<file path="src/rtl/btn_toggle_ctrl.sv">
// Push-button front end for the tff: synchronise, debounce, one t pulse per accepted press.
// Optional auto-repeat while held is enabled by defining BTN_TOGGLE_AUTO_REPEAT_EN.
module btn_toggle_ctrl #(
  parameter int DB_CYCLES     = 4,
  parameter int CNT_W         = 8,
  parameter int REPEAT_CYCLES = 16
) (
  input  logic             clk,
  input  logic             rst,
  input  logic             btn_in,
  output logic             t,
  output logic             held,
  output logic [CNT_W-1:0] press_cnt
);

  localparam int DBW = (DB_CYCLES > 1) ? $clog2(DB_CYCLES) : 1;
  localparam logic [DBW-1:0] DB_LAST = DBW'(DB_CYCLES - 1);

  if (DB_CYCLES < 1 || REPEAT_CYCLES < 2) begin : g_bad_param
    $error("btn_toggle_ctrl: DB_CYCLES must be >= 1 and REPEAT_CYCLES >= 2");
  end

  typedef enum logic [1:0] {IDLE, DB_PRESS, HELD, DB_RELEASE} state_t;

  state_t         state, state_nx;
  logic           s1, btn_s;
  logic [DBW-1:0] db_cnt, db_cnt_nx;
  logic           t_nx, held_nx;

`ifdef BTN_TOGGLE_AUTO_REPEAT_EN
  localparam int RPW = $clog2(REPEAT_CYCLES);
  localparam logic [RPW-1:0] RP_LAST = RPW'(REPEAT_CYCLES - 1);
  logic [RPW-1:0] rp_cnt, rp_cnt_nx;
`endif

  // btn_in is asynchronous; nothing but btn_s may feed the FSM.
  always_ff @(posedge clk or negedge rst) begin
    if (!rst) begin
      s1    <= 1'b0;
      btn_s <= 1'b0;
    end else begin
      s1    <= btn_in;
      btn_s <= s1;
    end
  end

  always_ff @(posedge clk or negedge rst) begin
    if (!rst) state <= IDLE;
    else      state <= state_nx;
  end

  always_comb begin
    state_nx  = state;
    db_cnt_nx = db_cnt;
    t_nx      = 1'b0;
`ifdef BTN_TOGGLE_AUTO_REPEAT_EN
    rp_cnt_nx = rp_cnt;
`endif
    case (state)
      IDLE: begin
        if (btn_s) begin
          state_nx  = DB_PRESS;
          db_cnt_nx = '0;
        end
      end
      DB_PRESS: begin
        if (!btn_s) begin
          state_nx = IDLE;
        end else if (db_cnt == DB_LAST) begin
          state_nx = HELD;
          t_nx     = 1'b1;
`ifdef BTN_TOGGLE_AUTO_REPEAT_EN
          rp_cnt_nx = '0;
`endif
        end else begin
          db_cnt_nx = db_cnt + 1'b1;
        end
      end
      HELD: begin
        if (!btn_s) begin
          state_nx  = DB_RELEASE;
          db_cnt_nx = '0;
        end
`ifdef BTN_TOGGLE_AUTO_REPEAT_EN
        else if (rp_cnt == RP_LAST) begin
          t_nx      = 1'b1;
          rp_cnt_nx = '0;
        end else begin
          rp_cnt_nx = rp_cnt + 1'b1;
        end
`endif
      end
      DB_RELEASE: begin
        if (btn_s) begin
          state_nx = HELD;
        end else if (db_cnt == DB_LAST) begin
          state_nx = IDLE;
        end else begin
          db_cnt_nx = db_cnt + 1'b1;
        end
      end
      default: state_nx = IDLE;
    endcase
    // held is registered from the next state so it rises with t.
    held_nx = (state_nx == HELD) || (state_nx == DB_RELEASE);
  end

  always_ff @(posedge clk or negedge rst) begin
    if (!rst) begin
      db_cnt    <= '0;
      t         <= 1'b0;
      held      <= 1'b0;
      press_cnt <= '0;
    end else begin
      db_cnt <= db_cnt_nx;
      t      <= t_nx;
      held   <= held_nx;
      if (t_nx) press_cnt <= press_cnt + 1'b1;
    end
  end

`ifdef BTN_TOGGLE_AUTO_REPEAT_EN
  always_ff @(posedge clk or negedge rst) begin
    if (!rst) rp_cnt <= '0;
    else      rp_cnt <= rp_cnt_nx;
  end
`endif

endmodule

</file>
<file path="config.mk">
export PLATFORM = sky130hd
export DESIGN_NAME = btn_toggle_ctrl
export DESIGN_NICKNAME = d
export VERILOG_FILES = /design/src/rtl/btn_toggle_ctrl.sv
export SDC_FILE = /design/constraint.sdc
export NUM_CORES = 1
export LEC_CHECK = 0
export BUFFER_PORTS_ARGS = -buffer_cell sky130_fd_sc_hd__buf_2
export CORE_MARGIN = 10
export CORE_UTILIZATION = 35
export DETAILED_ROUTE_END_ITERATION = 10
export PLACE_DENSITY = 0.56
export SYNTH_ARGS = -nofsm -noshare
export SYNTH_HDL_FRONTEND = slang
export SYNTH_SLANG_ARGS = --single-unit
</file>
<file path="constraint.sdc">
create_clock -name clk -period 4.3 [get_ports clk]
set_clock_uncertainty 0.2 [all_clocks]
set_input_delay 0.43 -clock clk [delete_from_list [all_inputs] [get_ports clk]]
set_output_delay 0.43 -clock clk [all_outputs]
set_load 0.03 [all_outputs]
</file>
==> flow_summary.json, run 1 <==
{
  "status": "complete, no violations",
  "critPathLaunchType": "flip-flop",
  "synth_area_um2": 643,
  "clockBufferDepth": 2,
  "grt_max_degree": 16,
  "rsz0062_at_grt": "no",
  "ys_ff_latch": 15,
  "top_usage_layer": "met1",
  "fin_crit_sh_pct": 36.4,
  "portBuffers": 12,
  "leakage_nw": 0.438,
  "layout_commonest_cell": "dfrtp_1",
  "synth_cells": 50,
  "finish.utilization_pct": 44.6,
  "die_area_mm2": 0.00395,
  "cts_made_buffers": 3,
  "routed_wl_mm": 1.11,
  "place.gp.congestion": 0.703,
  "clk_latency_ns": 0.27,
  "chipWidth_um": 62.9,
  "core_region_area_mm2": 0.00173,
  "yosys_warnings": 0,
  "cp_num_buf_inv": 1,
  "required_ns": 3.67,
  "end_kind": "output port",
  "grt_pass1_vias": 444,
  "slew_viol_final": 0,
  "num_vias": 405,
  "worst_pin_slew_ns": 0.325,
  "min_path_type": "in2reg",
  "finalSetupViolCount": 0,
  "drtAntennaViolNets": 0,
  "yosysSeqAreaShare_pct": 58.4,
  "crit_family": "flip-flops",
  "clk_transition_reported_paths_ns": 0.08,
  "fin_nets": 74,
  "clock_sinks": 15,
  "dpl.hpwl_um": 856,
  "cts_root_buf": "clkbuf_4",
  "fmax_mhz": 639,
  "placed_area_um2": 734,
  "final_cell_area_um2": 771,
  "cp_max_fo": 5,
  "antenna_cells": 0,
  "ir_drop_mv": 0.199,
  "dr.pass1.iters": 4,
  "die_y_um": 62.9,
  "fin_tns_setup_ns": 0,
  "max_slew_margin_pct": 78.3,
  "ys_types": 17,
  "grt_use_met3_pct": 3.58,
  "use_met1_pct": 8.78,
  "worstPathCellList": "buf_2",
  "wire_per_inst_um": 12.1,
  "mostFrequentLayoutCells": "15 x dfrtp_1, 12 x buf_2, 7 x nand2_1",
  "place_inst": 87,
  "grt_pass1_wl_mm": 2.13,
  "hold_viol": 0,
  "first_iter_violations": 5,
  "antenna_found_initial": 0,
  "min_period_ns": 1.56,
  "drc": 0,
  "synth_top_cell_area_share_pct": 58.4,
  "ios": 13,
  "std_cell_rows": 15,
  "gr-total-overflow": 0,
  "htree_levels": 1,
  "drv_cap": 0,
  "crit_slowest_cell": "dfrtp_1",
  "power-per-cell-area_mw_per_mm2": 444,
  "cp_slowest_stage_delay_ns": 0.43,
  "tritoncts": "built",
  "synth_top_cell_by_area": "dfrtp_1",
  "use_met2_pct": 7.61,
  "cp.arrival_ns": 0.93,
  "synth_nets": 56,
  "start_util_pct": 37.2,
  "layout-drive-gt1-share_pct": 28.4,
  "path_class": "reg2out",
  "drt-vias-per-instance": 4.40,
  "synth.area.top_cells": "dfrtp_1 58%, ha_1 5.8%, xnor2_1 5.4%",
  "stdcell_count": 92,
  "post_cts_buffers": 0,
  "area_growth_pct": 19.8,
  "syn_avg_cell_area_um2": 12.9,
  "grt_util_all_layers_pct": 6.79
}
-- timing repair --
item                       4_1_cts  5_1_grt
hold endpoints to repair        15        0
setup endpoints to repair        0        0
gates resized for setup          0        0
hold buffers                     1        0
-- kinds of logic (layout without fill, tap and decap cells) --
family	after synthesis	in the layout	synth area share [%]
compound gates	5	5	5.06
xor+xnor	8	8	10.9
mux	1	1	1.75
flops	15	15	58.4
simple gates	17	17	17.5
fa+ha+maj	3	3	5.84
buf+inv	1	18	0.583
-- metrics by stage --
stage / worst slack, ns / hold WS [ns] / total power [W]
3_5_place_dp: 2.74 / 0.138 / 0.000268
3_3_place_gp: 2.77 / 0.134 / 0.000268
6_report: 2.74 / 0.0562 / 0.000343
2_1_floorplan: 2.79 / -0.0656 / 0.000242
4_1_cts: 2.71 / 0.0438 / 0.000351
5_1_grt: 2.58 / 0.0386 / 0.000371
-- power breakdown --
group | internal, W | leakage (nW) | switching (W)
Sequential | 0.000161 | 0.199 | 0.0000228
Clock | 0.0000359 | 0.0150 | 0.0000413
Combinational | 0.0000342 | 0.224 | 0.0000472
Total | 0.000231 | 0.438 | 0.000111
-- state kept, by name, summed over array words and instances, names as in the netlist --
name and flops:
state 1, s1 1, db_cnt 2, t 1, btn_s 1, held 1
press_cnt 8
-- worst paths after layout --
path	start	to	slack (ns)	cells after the start
max	held	held	2.74	1
min	btn_in	s1	0.06	1
max reg2reg	db_cnt[0]	press_cnt[4]	2.74	5
min reg2reg	s1	btn_s	0.16	0
max in group asynchronous	rst	press_cnt[1]	3.28	2
min in group asynchronous	rst	state[0]	0.38	2
-- layout make-up --
type | instances | area, um2
Fill cell | 182 | 956
Inverter | 1 | 3.75
Timing Repair Buffer | 13 | 70.1
Tap cell | 25 | 31.3
Sequential cell | 15 | 375
Multi-Input combinational cell | 34 | 264
Clock buffer | 4 | 26.3
-- Yosys cell counts --
| cell type | n |
|---|---|
| nor3b_1 | 1 |
| nor2_1 | 2 |
| a21o_2 | 1 |
| ha_1 | 3 |
| nand3_1 | 2 |
| nor4_4 | 1 |
| nand4b_4 | 1 |
| mux2_2 | 1 |
| xor2_1 | 4 |
| a22o_1 | 1 |
| inv_1 | 1 |
| nor3_1 | 2 |
| a21oi_1 | 3 |
| dfrtp_1 | 15 |
| xnor2_1 | 4 |
| nand4_1 | 1 |
| nand2_1 | 7 |
-- routing by layer --
layer | share of wire, % | vias up
met1 | 48 | 187
met4 | 0 | 0
met3 | 7.8 | 0
met5 | 0 | -
li1 | - | 207
met2 | 44 | 11
Power figures use the tool's default switching activity.
==> run 2, diff against run 1 <==
PLACE_DENSITY = 0.58   (was 0.56)
clock period = 1.3 ns   (was 4.3 ns; I/O delays follow)
==> run 2 against run 1 <==
  * The flow now finishes with violations (negative setup slack)
  * Global-route usage increased by 0.55 points
  * Power increased to 4.0 times the previous value
  * Clock power increased to 3.4 times the previous value
  * Routed wire length increased by 16%
  * Combinational power increased to 6.0 times the previous value
  * Largest power group unchanged
==> flow_summary.json, run 2 (same netlist as run 1, synthesis figures left out) <==
{
  "tritoncts": "built",
  "layout-drive-gt1-share_pct": 61.4,
  "cp_max_fo": 6,
  "place_inst": 95,
  "area_growth_pct": 56.2,
  "internal_power_w": 0.000943,
  "portBuffers": 12,
  "dr.pass1.iters": 4,
  "rsz0062_at_grt": "yes",
  "num_vias": 462,
  "die_area_mm2": 0.00395,
  "crit_start": "db_cnt[1]",
  "leakage_nw": 0.520,
  "die_y_um": 62.9,
  "power_frac_clock_pct": 19.2,
  "place.gp.congestion": 0.782,
  "chipWidth_um": 62.9,
  "cts_made_buffers": 3,
  "path_class": "reg2reg",
  "largest_reg_flops": 8,
  "fillCellCount": 146,
  "worst_pin_slew_ns": 0.351,
  "mostFrequentLayoutCells": "11 x buf_4, 8 x dfrtp_1, 8 x buf_2, 8 x buf_6",
  "drv_cap": 0,
  "switchingPower_w": 0.000439,
  "finalSetupViolCount": 11,
  "largestRegisters": "press_cnt (8), db_cnt (2)",
  "clock_sinks": 15,
  "routed_wl_mm": 1.28,
  "drt-vias-per-instance": 4.28,
  "pwr-share-comb_pct": 35.4,
  "clockBufferDepth": 2,
  "status": "complete, but fails checks",
  "antenna_found_initial": 0,
  "end_kind": "flip-flop",
  "ios": 13,
  "antenna_cells": 0,
  "core_region_area_mm2": 0.00173,
  "critPathLaunchType": "flip-flop",
  "sw_frac_of_total_pct": 31.7,
  "hold_viol": 0,
  "grt_pass1_wl_mm": 2.28,
  "stdcell_count": 108,
  "dpl.hpwl_um": 946,
  "wire_per_inst_um": 11.9,
  "clk_latency_ns": 0.27,
  "grt_max_degree": 16,
  "std_cell_rows": 15,
  "first_iter_violations": 8,
  "grt_pass1_vias": 513,
  "start_util_pct": 37.2,
  "gr-total-overflow": 0,
  "required_ns": 1.27,
  "rr_startpoint": "db_cnt[1]",
  "place_ws_ns": -0.127,
  "violations": "negative setup slack",
  "fmax_mhz": 706,
  "fin_crit_sh_pct": 109,
  "fin_nets": 90,
  "worst_slack_ns": -0.116,
  "slew_viol_final": 0,
  "max_slew_margin_pct": 76.6,
  "ir_drop_mv": 0.766,
  "clk_transition_reported_paths_ns": 0.09,
  "power-per-cell-area_mw_per_mm2": 1380,
  "htree_levels": 1,
  "drtAntennaViolNets": 0,
  "layout_commonest_cell": "buf_4",
  "min_path_type": "in2async",
  "pwr-share-seq_pct": 45.3,
  "cp.arrival_ns": 1.39,
  "min_period_ns": 1.42,
  "grt_util_all_layers_pct": 7.33,
  "final_cell_area_mm2": 0.00100,
  "cts_root_buf": "clkbuf_4",
  "drc": 0,
  "placed_area_um2": 853,
  "largest-register": "press_cnt"
}
run 2: critical path, cell delays in order (launching register included):
cell      delay [ns]
dfrtp_1         0.43
ha_4            0.17
nand4b_4        0.17
inv_2           0.12
nand4_1         0.09
xnor2_1         0.13
run 2: stage by stage:
stage | TNS, ns | hold slack [ns] | utilization [%] | total power, W
6_report | -0.763 | 0.0847 | 58.2 | 0.00138
2_1_floorplan | -0.493 | -0.366 | - | 0.000866
5_1_grt | -1.85 | 0.102 | 58.2 | 0.00149
3_3_place_gp | -0.630 | -0.150 | 49.4 | 0.00101
4_1_cts | -0.925 | 0.0807 | 56.2 | 0.00138
3_5_place_dp | -0.799 | -0.145 | 49.4 | 0.00102
run 2: final timing paths:
kind	endpoint	slack [ns]	cells past startpoint
worst min register to register	btn_s	0.15	0
min in group clk	btn_s	0.15	0
worst min-delay path	t	0.08	2
worst max register to register	press_cnt[4]	-0.12	5
max in group asynchronous	btn_s	0.54	2
worst max-delay path	press_cnt[4]	-0.12	5
run 2: layout make-up:
cell class              count  area, um2  share of cell area [%]
clock buffers               4       26.3                    2.62
inverters                   1       3.75                   0.374
multi-input cells          34        327                    32.5
flip-flops and latches     15        384                    38.2
well taps                  25       31.3                    3.11
repair buffers             29        233                    23.2
run 2: per-layer routing:
metal  global-route usage [%]  part of all wire, %
met5                        0                    0
met2                     10.2                   48
met3                     2.87                  6.3
met1                     8.69                   46
met4                     5.87                    0
run 2: repair_timing:
action,CTS,global route
buffers inserted,3,4
setup endpoints to repair,14,17
hold buffers,2,0
hold endpoints to repair,16,0
gates resized for setup,14,2
pin swaps,5,1
run 2: power by group through the flow:
stage	logic (W)	clock network, W	registers [W]
final	0.000490	0.000266	0.000627
after global routing	0.000546	0.000302	0.000639
after CTS	0.000474	0.000277	0.000629
after detailed placement	0.000382	0	0.000641
after global placement	0.000371	0	0.000634
after floorplan	0.000163	0	0.000704
